<file path="config.mk">
export PLATFORM = sky130hd
export DESIGN_NAME = cbc_ctl_out_flat
export DESIGN_NICKNAME = d
export VERILOG_FILES = /design/src/rtl/cbc_ctl_out_pkg.sv /design/src/rtl/cbc_ctl_out_if.sv /design/src/rtl/cbc_chain.sv /design/src/rtl/cbc_ctl_out.sv /design/src/flat_wrapper.sv
export SDC_FILE = /design/constraint.sdc
export NUM_CORES = 1
export LEC_CHECK = 0
export CELL_PAD_IN_SITES_DETAIL_PLACEMENT = 1
export CELL_PAD_IN_SITES_GLOBAL_PLACEMENT = 2
export CORE_MARGIN = 8
export CORE_UTILIZATION = 27
export DETAILED_ROUTE_END_ITERATION = 16
export PLACE_DENSITY = 0.85
export SLEW_MARGIN = 20
export SYNTH_ARGS = -nofsm -noshare
export SYNTH_HDL_FRONTEND = slang
export SYNTH_SLANG_ARGS = --single-unit
</file>
<file path="constraint.sdc">
create_clock -name clk -period 2.8 [get_ports clk]
set_input_delay 0.56 -clock clk [delete_from_list [all_inputs] [get_ports clk]]
set_output_delay 0.56 -clock clk [all_outputs]
set_load 0.01 [all_outputs]
</file>
<file path="src/rtl/cbc_ctl_out_pkg.sv">
// -----------------------------------------------------------------------------
// cbc_ctl_out_pkg
// Shared AES controller definitions used by the output controller and its
// input-side counterpart: output FIFO framing tags, work-mode encoding,
// output FSM state encoding and small helpers on the packet length field.
// -----------------------------------------------------------------------------
package cbc_ctl_out_pkg;

   // AES block width and number of output words per block.
   localparam int BLK_W         = 128;
   localparam int WORDS_PER_BLK = 4;

   // Framing tags carried in the top bits of every output FIFO word.
   localparam logic [1:0] TAG_HEAD = 2'b01;
   localparam logic [1:0] TAG_BODY = 2'b00;
   localparam logic [1:0] TAG_LAST = 2'b10;

   // Work mode as presented on i_mode.
   typedef enum logic {
      MODE_ENC = 1'b0,
      MODE_DEC = 1'b1
   } mode_e;

   // Output serializer states.
   typedef enum logic [1:0] {
      ST_IDLE = 2'd0,
      ST_HDR  = 2'd1,
      ST_WORD = 2'd2,
      ST_ERR  = 2'd3
   } state_e;

   // A packet must be a non-zero whole number of 128-bit blocks.
   function automatic logic len_illegal(input logic [7:0] len);
      return (len[1:0] != 2'b00) || (len == 8'd0);
   endfunction

   // Index of the final block of a packet of 'len' 32-bit words.
   function automatic logic [5:0] last_blk_idx(input logic [7:0] len);
      return len[7:2] - 6'd1;
   endfunction

endpackage

</file>
<file path="src/rtl/cbc_ctl_out_if.sv">
// -----------------------------------------------------------------------------
// cbc_ctl_out_if
// Bundles the AES-result, packet-context and output-FIFO signals of the CBC
// output controller.
//   slave  : view of the output controller (AES/context/full in, FIFO out)
//   master : view of the surrounding logic driving it
// Signals:
//   i_data_out_aes  AES core result block
//   i_done_aes      one-cycle pulse, i_data_out_aes valid
//   i_data_in_aes   block that was fed to the AES core
//   i_iv            packet IV, stable from packet start
//   i_mode          0 = encrypt, 1 = decrypt
//   data_len        packet payload length in 32-bit words
//   i_full_fifo     output FIFO full
//   o_wr_out        output FIFO write strobe
//   o_data_out      output FIFO word {tag, payload}
//   data_chain      CBC chaining value back to the input controller
//   done_data       one-cycle pulse, block fully emitted
//   o_error         sticky error flag
// -----------------------------------------------------------------------------
interface cbc_ctl_out_if
   import cbc_ctl_out_pkg::*;
#(
   parameter int WORD_W = 32,
   parameter int TAG_W  = 2
);

   logic [BLK_W-1:0]        i_data_out_aes;
   logic                    i_done_aes;
   logic [BLK_W-1:0]        i_data_in_aes;
   logic [BLK_W-1:0]        i_iv;
   logic                    i_mode;
   logic [7:0]              data_len;
   logic                    i_full_fifo;
   logic                    o_wr_out;
   logic [TAG_W+WORD_W-1:0] o_data_out;
   logic [BLK_W-1:0]        data_chain;
   logic                    done_data;
   logic                    o_error;

   modport slave (
      input  i_data_out_aes, i_done_aes, i_data_in_aes, i_iv, i_mode,
             data_len, i_full_fifo,
      output o_wr_out, o_data_out, data_chain, done_data, o_error
   );

   modport master (
      output i_data_out_aes, i_done_aes, i_data_in_aes, i_iv, i_mode,
             data_len, i_full_fifo,
      input  o_wr_out, o_data_out, data_chain, done_data, o_error
   );

endinterface

</file>
<file path="src/rtl/cbc_chain.sv">
// -----------------------------------------------------------------------------
// cbc_chain
// CBC chaining register plus the output XOR/select.
//   clk, rst  clock, synchronous active-high reset
//   load      capture strobe (a legal block capture)
//   first     current block is the first of its packet (use IV as chain)
//   mode      encrypt / decrypt
//   aes_out   AES core result
//   aes_in    block that was fed to the AES core
//   iv        packet IV
//   chain     chaining register
//   blk_val   plaintext/ciphertext block to be emitted for this capture
// -----------------------------------------------------------------------------
module cbc_chain
   import cbc_ctl_out_pkg::*;
(
   input  logic             clk,
   input  logic             rst,
   input  logic             load,
   input  logic             first,
   input  mode_e            mode,
   input  logic [BLK_W-1:0] aes_out,
   input  logic [BLK_W-1:0] aes_in,
   input  logic [BLK_W-1:0] iv,
   output logic [BLK_W-1:0] chain,
   output logic [BLK_W-1:0] blk_val
);

   logic [BLK_W-1:0] prev;

   // The first block of a packet chains against the IV instead of the
   // register, which still holds the previous packet's last value.
   always_comb begin
      prev    = first ? iv : chain;
      blk_val = (mode == MODE_DEC) ? (aes_out ^ prev) : aes_out;
   end

   // Encrypt chains on the ciphertext the core produced; decrypt chains on
   // the ciphertext the core consumed.
   always_ff @(posedge clk) begin
      // NOTE: state registers use non-blocking assignments so every flop
      // samples pre-edge values regardless of statement order.
      if (rst) begin
         chain <= '0;
      end else if (load) begin
         chain <= (mode == MODE_DEC) ? aes_in : aes_out;
      end
   end

endmodule

</file>
<file path="src/rtl/cbc_ctl_out.sv">
// -----------------------------------------------------------------------------
// cbc_ctl_out
// CBC output controller. Captures each AES result block, applies the CBC
// XOR in decrypt mode, and serializes it into tagged output FIFO words: a
// header word ahead of the first block of a packet, then four payload words
// per block (low word first), the very last word of the packet tagged LAST.
// Flow control comes from the FIFO full flag; protocol violations (overrun
// or an illegal packet length) park the block in ERR until reset.
//   clk  clock
//   rst  synchronous active-high reset
//   bus  cbc_ctl_out_if.slave (AES result, packet context, FIFO side)
// -----------------------------------------------------------------------------
module cbc_ctl_out
   import cbc_ctl_out_pkg::*;
#(
   parameter int WORD_W = 32,
   parameter int TAG_W  = 2
)(
   input logic          clk,
   input logic          rst,
   cbc_ctl_out_if.slave bus
);

   state_e                  state;
   logic [1:0]              wcnt;
   logic [5:0]              blk_cnt;
   logic [BLK_W-1:0]        out_blk;
   logic [TAG_W+WORD_W-1:0] data_q;
   logic                    done_q;
   logic                    err_q;

   logic                    first_blk;
   logic                    last_blk;
   logic                    cap_bad;
   logic                    cap_ok;
   logic                    busy;
   logic [WORD_W-1:0]       hdr_word;
   logic [BLK_W-1:0]        blk_val;
   logic [1:0]              wnext;

   // Payload word 'idx' of a block, word 0 being bits [WORD_W-1:0].
   function automatic logic [WORD_W-1:0] word_sel(input logic [BLK_W-1:0] blk,
                                                  input logic [1:0]       idx);
      unique case (idx)
         2'd0: word_sel = blk[0*WORD_W +: WORD_W];
         2'd1: word_sel = blk[1*WORD_W +: WORD_W];
         2'd2: word_sel = blk[2*WORD_W +: WORD_W];
         2'd3: word_sel = blk[3*WORD_W +: WORD_W];
      endcase
   endfunction

   assign first_blk = (blk_cnt == 6'd0);
   assign last_blk  = (blk_cnt == last_blk_idx(bus.data_len));
   assign busy      = (state == ST_HDR) || (state == ST_WORD);
   assign cap_bad   = first_blk && len_illegal(bus.data_len);
   assign cap_ok    = (state == ST_IDLE) && bus.i_done_aes && !cap_bad;
   assign wnext     = wcnt + 2'd1;

   // Header payload: mode at bit 10, length in the low byte.
   always_comb begin
      // NOTE: default the whole word first so the partial assignments below
      // can never leave bits unassigned and infer a latch.
      hdr_word     = '0;
      hdr_word[7:0] = bus.data_len;
      hdr_word[10]  = bus.i_mode;
   end

   cbc_chain u_chain (
      .clk     (clk),
      .rst     (rst),
      .load    (cap_ok),
      .first   (first_blk),
      .mode    (mode_e'(bus.i_mode)),
      .aes_out (bus.i_data_out_aes),
      .aes_in  (bus.i_data_in_aes),
      .iv      (bus.i_iv),
      .chain   (bus.data_chain),
      .blk_val (blk_val)
   );

   // o_data_out always holds the word currently offered to the FIFO, so each
   // write loads the next word and a stalled write leaves it untouched.
   always_ff @(posedge clk) begin
      if (rst) begin
         state   <= ST_IDLE;
         wcnt    <= 2'd0;
         blk_cnt <= 6'd0;
         out_blk <= '0;
         data_q  <= '0;
         done_q  <= 1'b0;
         err_q   <= 1'b0;
      end else begin
         done_q <= 1'b0;
         unique case (state)
            ST_IDLE: begin
               if (bus.i_done_aes) begin
                  if (cap_bad) begin
                     state <= ST_ERR;
                     err_q <= 1'b1;
                  end else begin
                     out_blk <= blk_val;
                     wcnt    <= 2'd0;
                     if (first_blk) begin
                        state  <= ST_HDR;
                        data_q <= {TAG_W'(TAG_HEAD), hdr_word};
                     end else begin
                        state  <= ST_WORD;
                        data_q <= {TAG_W'(TAG_BODY), word_sel(blk_val, 2'd0)};
                     end
                  end
               end
            end

            ST_HDR, ST_WORD: begin
               if (bus.i_done_aes) begin
                  // Overrun: a new result arrived before this one drained.
                  state <= ST_ERR;
                  err_q <= 1'b1;
               end else if (!bus.i_full_fifo) begin
                  if (state == ST_HDR) begin
                     state  <= ST_WORD;
                     data_q <= {TAG_W'(TAG_BODY), word_sel(out_blk, 2'd0)};
                  end else if (wcnt == 2'd3) begin
                     state   <= ST_IDLE;
                     wcnt    <= 2'd0;
                     done_q  <= 1'b1;
                     blk_cnt <= last_blk ? 6'd0 : blk_cnt + 6'd1;
                  end else begin
                     wcnt   <= wnext;
                     data_q <= {(wnext == 2'd3 && last_blk) ? TAG_W'(TAG_LAST)
                                                            : TAG_W'(TAG_BODY),
                                word_sel(out_blk, wnext)};
                  end
               end
            end

            ST_ERR: begin
               // Left only through reset.
            end
         endcase
      end
   end

   assign bus.o_wr_out   = busy && !bus.i_full_fifo;
   assign bus.o_data_out = data_q;
   assign bus.done_data  = done_q;
   assign bus.o_error    = err_q;

endmodule

</file>
<file path="src/flat_wrapper.sv">
// flat-port wrapper written by rule: the top's interface ports become plain ports
module cbc_ctl_out_flat import cbc_ctl_out_pkg::*;
#(
   parameter int WORD_W = 32,
   parameter int TAG_W  = 2
)
  (clk, rst, bus_i_data_out_aes, bus_i_done_aes, bus_i_data_in_aes, bus_i_iv, bus_i_mode, bus_data_len, bus_i_full_fifo, bus_o_wr_out, bus_o_data_out, bus_data_chain, bus_done_data, bus_o_error);
  cbc_ctl_out_if #(.WORD_W(WORD_W), .TAG_W(TAG_W)) bus_i ();
  input logic clk;
  input logic rst;
  input wire logic [$bits(bus_i.i_data_out_aes)-1:0] bus_i_data_out_aes;
  input wire logic [$bits(bus_i.i_done_aes)-1:0] bus_i_done_aes;
  input wire logic [$bits(bus_i.i_data_in_aes)-1:0] bus_i_data_in_aes;
  input wire logic [$bits(bus_i.i_iv)-1:0] bus_i_iv;
  input wire logic [$bits(bus_i.i_mode)-1:0] bus_i_mode;
  input wire logic [$bits(bus_i.data_len)-1:0] bus_data_len;
  input wire logic [$bits(bus_i.i_full_fifo)-1:0] bus_i_full_fifo;
  output wire logic [$bits(bus_i.o_wr_out)-1:0] bus_o_wr_out;
  output wire logic [$bits(bus_i.o_data_out)-1:0] bus_o_data_out;
  output wire logic [$bits(bus_i.data_chain)-1:0] bus_data_chain;
  output wire logic [$bits(bus_i.done_data)-1:0] bus_done_data;
  output wire logic [$bits(bus_i.o_error)-1:0] bus_o_error;
  assign bus_i.i_data_out_aes = bus_i_data_out_aes;
  assign bus_i.i_done_aes = bus_i_done_aes;
  assign bus_i.i_data_in_aes = bus_i_data_in_aes;
  assign bus_i.i_iv = bus_i_iv;
  assign bus_i.i_mode = bus_i_mode;
  assign bus_i.data_len = bus_data_len;
  assign bus_i.i_full_fifo = bus_i_full_fifo;
  assign bus_o_wr_out = bus_i.o_wr_out;
  assign bus_o_data_out = bus_i.o_data_out;
  assign bus_data_chain = bus_i.data_chain;
  assign bus_done_data = bus_i.done_data;
  assign bus_o_error = bus_i.o_error;
  cbc_ctl_out #(.WORD_W(WORD_W), .TAG_W(TAG_W)) u_core (.clk(clk), .rst(rst), .bus(bus_i));
endmodule
</file>
# After elaboration in Yosys (flattened, before gate mapping)

Index checks and enable logic that the tools add are counted.

Flip-flop bits (word level): 302

Add/sub/neg operators: 3
Reduce and logical (&&, ||, !) cells: 23
Equal/unequal tests: 17
Mux-type cells: 34
Bitwise gates (word level): 6

Operators by type and width:

| operator              | number |
|---|---|
| $mux W128             | 3 |
| $mux W34              | 6 |
| $pmux W32 S4          | 1 |
| $xor A128 B128 Y128   | 1 |
| $pmux W34 S2          | 1 |
| $mux W33              | 1 |
| $mux W2               | 14 |
| $ne A2 B2 Y1 const B  | 6 |
| $reduce_and A6 Y1     | 2 |
| $eq A2 B2 Y1 const B  | 4 |
| $logic_not A8 Y1      | 1 |
| $pmux W2 S2           | 2 |
| $reduce_and A4 Y1     | 2 |
| $add A6 B1 Y6 const B | 1 |
| $eq A6 B6 Y1          | 1 |
| $logic_not A6 Y1      | 1 |
| $mux W6               | 1 |
| $sub A6 B1 Y6 const B | 1 |
| $logic_and A1 B1 Y1   | 5 |
| $not A1 Y1            | 5 |
| $reduce_and A5 Y1     | 1 |
| $reduce_or A5 Y1      | 1 |
| $eq A2 B1 Y1 const B  | 2 |
| $logic_not A2 Y1      | 2 |
| 12 further kinds      | 18 |

# Depth between registers and ports, before layout

Gate-level depths: netlist of the first run.

Word-level depth: 9
Mapped depth: 12
Mapped depth without buffers: 8

# Modules after synthesis

From an unflattened synthesis of the first run, not the netlist that was laid out.

Cell total of the unflattened synthesis: 1934
Area total of the unflattened synthesis: 16385.7 um^2

By module, submodules not included:

| module      | sequential area each (um^2) | times used | cells an instance | area each (um^2) |
|---|---|---|---|---|
| cbc_chain   | 2562.5                      | 1          | 981               | 8983.6 |
| cbc_ctl_out | 3483.3                      | 1          | 953               | 7402.1 |

# Worst setup path before layout of the first run

No wires, ideal clock.

Path type: input-to-reg
Start point: in bus_data_len[2]
End point: reg u_core.u_chain.chain[20]
Path buffers: 3
Path slack: 0.531 ns
Required time: 2.714 ns
Data arrival time: 2.184 ns
Library setup time: 0.086 ns
Stages: 11
Path through: inv_1 -> ha_1 -> nor3b_1 -> a211oi_2 -> nand2b_1 -> and3_1 -> buf_6 -> buf_2 -> buf_2 -> nor2_1 -> a211oi_1

Word-level cells in the longest chain between the ends: 5

RTL lines:

| item                   | line                  | source |
|---|---|---|
| start: declaration     | flat_wrapper.sv:16    | `input wire logic [$bits(bus_i.data_len)-1:0] bus_data_len;` |
| $logic_not A8 Y1       | cbc_ctl_out_pkg.sv:34 | `return (len[1:0] != 2'b00) \|\| (len == 8'd0);` |
| $logic_or A1 B1 Y1     | cbc_ctl_out_pkg.sv:34 |  |
| $logic_and A1 B1 Y1    | cbc_ctl_out.sv:55     | `assign cap_bad = first_blk && len_illegal(bus.data_len);` |
| $logic_not A1 Y1       | cbc_ctl_out.sv:56     | `assign cap_ok = (state == ST_IDLE) && bus.i_done_aes && !cap_bad;` |
| $logic_and A1 B1 Y1    | cbc_ctl_out.sv:56     |  |
| end signal: assignment | cbc_chain.sv:46       | `chain <= (mode == MODE_DEC) ? aes_in : aes_out;` |
| end: declaration       | cbc_chain.sv:25       | `output logic [BLK_W-1:0] chain,` |

No other way between the ends.
A chain may end at the register's enable or synchronous reset.

# Final worst setup path of the first run

Start point: reg u_core.blk_cnt[0]
End point: reg u_core.out_blk[103]

Word-level cells in the longest chain between the ends: 4

RTL lines:

| item                                              | line                               | source |
|---|---|---|
| start: declaration                                | cbc_ctl_out.sv:26                  | `logic [5:0] blk_cnt;` |
| start signal: assignment                          | cbc_ctl_out.sv:127                 | `blk_cnt <= last_blk ? 6'd0 : blk_cnt + 6'd1;` |
| $logic_not A6 Y1 *                                | cbc_ctl_out.sv:52                  | `assign first_blk = (blk_cnt == 6'd0);` |
| $mux W128 or $logic_and A1 B1 Y1 (tied branches)  | cbc_chain.sv:34, cbc_ctl_out.sv:55 |  |
| $xor A128 B128 Y128 or $not A1 Y1 (tied branches) | n/a                                |  |
| $mux W128 or $reduce_and A3 Y1 (tied branches)    | n/a                                |  |
| end signal: assignment                            | cbc_ctl_out.sv:101                 | `out_blk <= blk_val;` |
| end: declaration                                  | cbc_ctl_out.sv:27                  | `logic [BLK_W-1:0] out_blk;` |

Mark *: on every way between the ends. The rest lies on a longest branch, timed or not.

==> results.json, run 1 <==
{
  "r2r.worst_path.cells": 11,
  "routedWlPerCell_um": 23.41,
  "syn_area_per_cell_sq_um": 8.714,
  "drive_above_1_share_pct": 8.427,
  "critical-path-top-delay-family": "buffers and inverters",
  "die_area_sq_um": 69980,
  "pin_count": 562,
  "path_depth": 11,
  "cts_hold_buf": 0,
  "report.final.setup_viol": 0,
  "number_of_synthesized_flops_with_an_enable_pin": 0,
  "flow.area_growth_from_synthesis_pct": 49.07,
  "top_fanout_value_on_the_critical_path": 20,
  "globalRouteOverflowTotal": 0,
  "detailed_place.area_sq_um": 23490,
  "period_minus_slack_ns": 2.656,
  "cp_data_arrival_time_ns": 3.09,
  "hold_path.class": "input port to register",
  "floorplan.core_area_sq_um": 61370,
  "place.port_buffers": 561,
  "gp_routability_congestion": 0.8558,
  "unrepaired_setup_endpoints_after_global_routing": "false",
  "synth-seq-cells": 302,
  "drc_markers": 0,
  "cts_htree_levels": 2,
  "totalWireLength_mm": 76.62,
  "antenna_left": 0,
  "max_slew.worst_pin.slew_ns": 1.017,
  "clock_sinks": 302,
  "worst_path_max_delay_cell": "sky130_fd_sc_hd__dfxtp_1",
  "drv_slew": 0,
  "clock_insertion_delay_worst_skew_ns": 0.57,
  "cts_tree": "done",
  "ys_warn_count": 0,
  "finalHoldViolCount": 0,
  "part_of_the_cycle_the_worst_path_needs_pct": 94.85,
  "critical_path.startpoint_type": "register",
  "routed_via_count_divided_by_cell_count": 4.984,
  "cts_root_buf": "sky130_fd_sc_hd__clkbuf_16",
  "critical_path_required_ns": 3.23,
  "design_power_total_w": 0.01339,
  "synth_flop_cell": "sky130_fd_sc_hd__dfxtp_1",
  "irDropWorstVdd_v": 0.0003829,
  "synth-async-reset-ratio_pct": 0,
  "drt_iter0_drc": 971,
  "number_of_buffers_between_clock_root_and_the_deepest_sink": 3,
  "syn-instance-count": 1914,
  "track_usage_pct": 20.88,
  "yosysUniqueCellTypes": 43,
  "finish.instance_area_sq_um": 24860,
  "fin_nets": 2856,
  "placementRows": 91,
  "worst_path_most_repeated_cell": "sky130_fd_sc_hd__buf_12",
  "crit_type": "register to register",
  "synth_area_sq_um": 16680,
  "drt-pass1-iter-count": 6,
  "ys_seq_area_share_pct": 36.25,
  "max_stage_delay_ns": 0.36,
  "pin_count_of_the_biggest_net_entering_global_routing": 77,
  "power.leakage_nw": 9.027,
  "initial_standard_cell_utilization_of_the_core_pct": 27.18,
  "critical_path_buf_inv_count": 4,
  "cellPowerDensity_nw_per_um2": 538.7,
  "maxCapViolations": 0,
  "holdWs_ns": 0.4466,
  "die_height_um": 264.5,
  "worst_setup_hold_path_clk_slew_ns": 0.06,
  "cell_by_cell_listing_of_the_critical_path": "inv_1 -> ha_1 -> nor4b_2 -> and2b_4 -> buf_12 -> buf_12 -> mux2_1 -> nand2_1 -> xor2_1 -> buf_4 -> a211oi_1",
  "place_hpwl_mm": 60.12,
  "synth_nets": 2320,
  "run_status": "finished, final reports clean",
  "slew_headroom_pct": 32.18,
  "post-cts-setup-buffer-count": 0,
  "grt_first_pass_wirelength_mm": 113.7,
  "total_clock_buffers_created_by_cts": 40,
  "initial_antenna_violation_count": 4,
  "chipWidth_um": 264.5,
  "cts-resized-gates": 0,
  "worst_clock_skew_ns": 0.02612,
  "crit_end_category": "register",
  "max_freq_mhz": 376.5,
  "vias": 16314,
  "via_count_of_the_first_global_routing_pass": 17729,
  "hold_path_depth": 2
}
[kinds of logic after synthesis]
kind of cell / after synthesis / synth area share (%)
adders and majority gates: 9 / 0.6752
and+or+nand+nor: 575 / 13.71
muxes: 258 / 16.45
xor gates and xnor gates: 166 / 8.717
DFF: 302 / 36.25
buffers and inverters: 186 / 6.002
AOI/OAI and AO/OA: 418 / 18.20
[through the flow]
stage	utilization [%]	setup TNS [ns]	cells	setup slack, ns
floorplan	-	0	1914	0.5308
global placement	38.27	-25.42	3198	-0.1511
detailed placement	38.27	-37.14	3198	-0.2588
CTS	40.50	0	3270	0.1212
global route	40.51	0	3273	0.01235
finish	40.51	0	3273	0.1441
[final timing paths]
path                     startpoint                    to  slack (ns)
setup reg to reg  u_core.blk_cnt[0]   u_core.out_blk[103]        0.14
hold reg to reg     u_core.state[1]       u_core.state[1]        0.48
hold / removal                  rst  u_core.bus.done_data        0.45
setup / recovery  u_core.blk_cnt[0]   u_core.out_blk[103]        0.14
[layer usage]
layer / vias to the layer above / part of all wire, % / wire length (um) / global-route usage (%)
li1: 7877 / - / - / -
met1: 7908 / 43 / 32790 / 25.46
met2: 439 / 49 / 37870 / 37.18
met3: 90 / 5.5 / 4199 / 4.337
met4: 0 / 2.3 / 1760 / 5.158
met5: - / 0 / 0 / 0
[synthesized netlist by cell type (all sizes together) (2+ instances only)]
cell type	count	area, sq um
a211oi	298	2242
a21oi	74	370.4
a222oi	32	320.3
and3b	3	26.28
buf	83	614.3
clkbuf	93	349.1
dfxtp	302	6046
ha	9	112.6
inv	10	37.54
mux2	129	1453
mux2i	129	1291
nand2	178	668.1
nand2b	5	31.28
nand3	7	35.03
nor2	338	1269
nor3	29	145.1
nor3b	2	15.01
nor4	3	18.77
nor4b	2	23.77
o21a	2	15.01
o21ai	7	38.79
or4	2	15.01
xnor2	7	61.31
xor2	159	1393
[report_power, final]
group / total (W) / leakage, nW / switching [W] / internal [W]
Sequential: 0.00487 / 2.46 / 0.000265 / 0.00460
Combinational: 0.00311 / 5.90 / 0.00158 / 0.00153
Clock: 0.00542 / 0.669 / 0.00204 / 0.00338
Total: 0.0134 / 9.03 / 0.00388 / 0.00951
[cell usage in the layout, fill, tap and decap left out, types with 10 or more instances in the layout]
cell,instances
sky130_fd_sc_hd__a211oi_1,297
sky130_fd_sc_hd__dfxtp_1,302
sky130_fd_sc_hd__buf_4,84
sky130_fd_sc_hd__clkbuf_1,12
sky130_fd_sc_hd__mux2_2,29
sky130_fd_sc_hd__a21oi_1,74
sky130_fd_sc_hd__buf_12,25
sky130_fd_sc_hd__mux2i_1,129
sky130_fd_sc_hd__mux2_1,100
sky130_fd_sc_hd__clkbuf_16,41
sky130_fd_sc_hd__inv_1,10
sky130_fd_sc_hd__a222oi_1,32
sky130_fd_sc_hd__xor2_1,159
sky130_fd_sc_hd__nor2_1,337
sky130_fd_sc_hd__clkdlybuf4s50_1,559
sky130_fd_sc_hd__nand2_1,178
sky130_fd_sc_hd__nor3_1,29
[sequential cells by signal, indices dropped and copies added (netlist names)]
register	cells
u_core.out_blk	128
u_core.u_chain.chain	128
u_core.bus.o_data_out	34
u_core.blk_cnt	6
u_core.state	2
u_core.wcnt	2
u_core.bus.done_data	1
u_core.bus.o_error	1
[area by class of cell]
cell class	instances	area [sq um]
well taps	790	988.4
diodes	3	7.507
repair buffers	670	6756
flip-flops and latches	302	6046
multi-input cells	1426	9657
clock buffers	58	1140
inverters	10	37.54
fillers	6991	36510
clock inverters	14	230.2
Power figures use the tool's default switching activity.
==> run 2: changes to the inputs <==
CAP_MARGIN = 10   (was not set)
HOLD_SLACK_MARGIN = 0.06   (was not set)
==> results of run 2 <==
Final layout, timing and power as in run 1 (identical DEF).
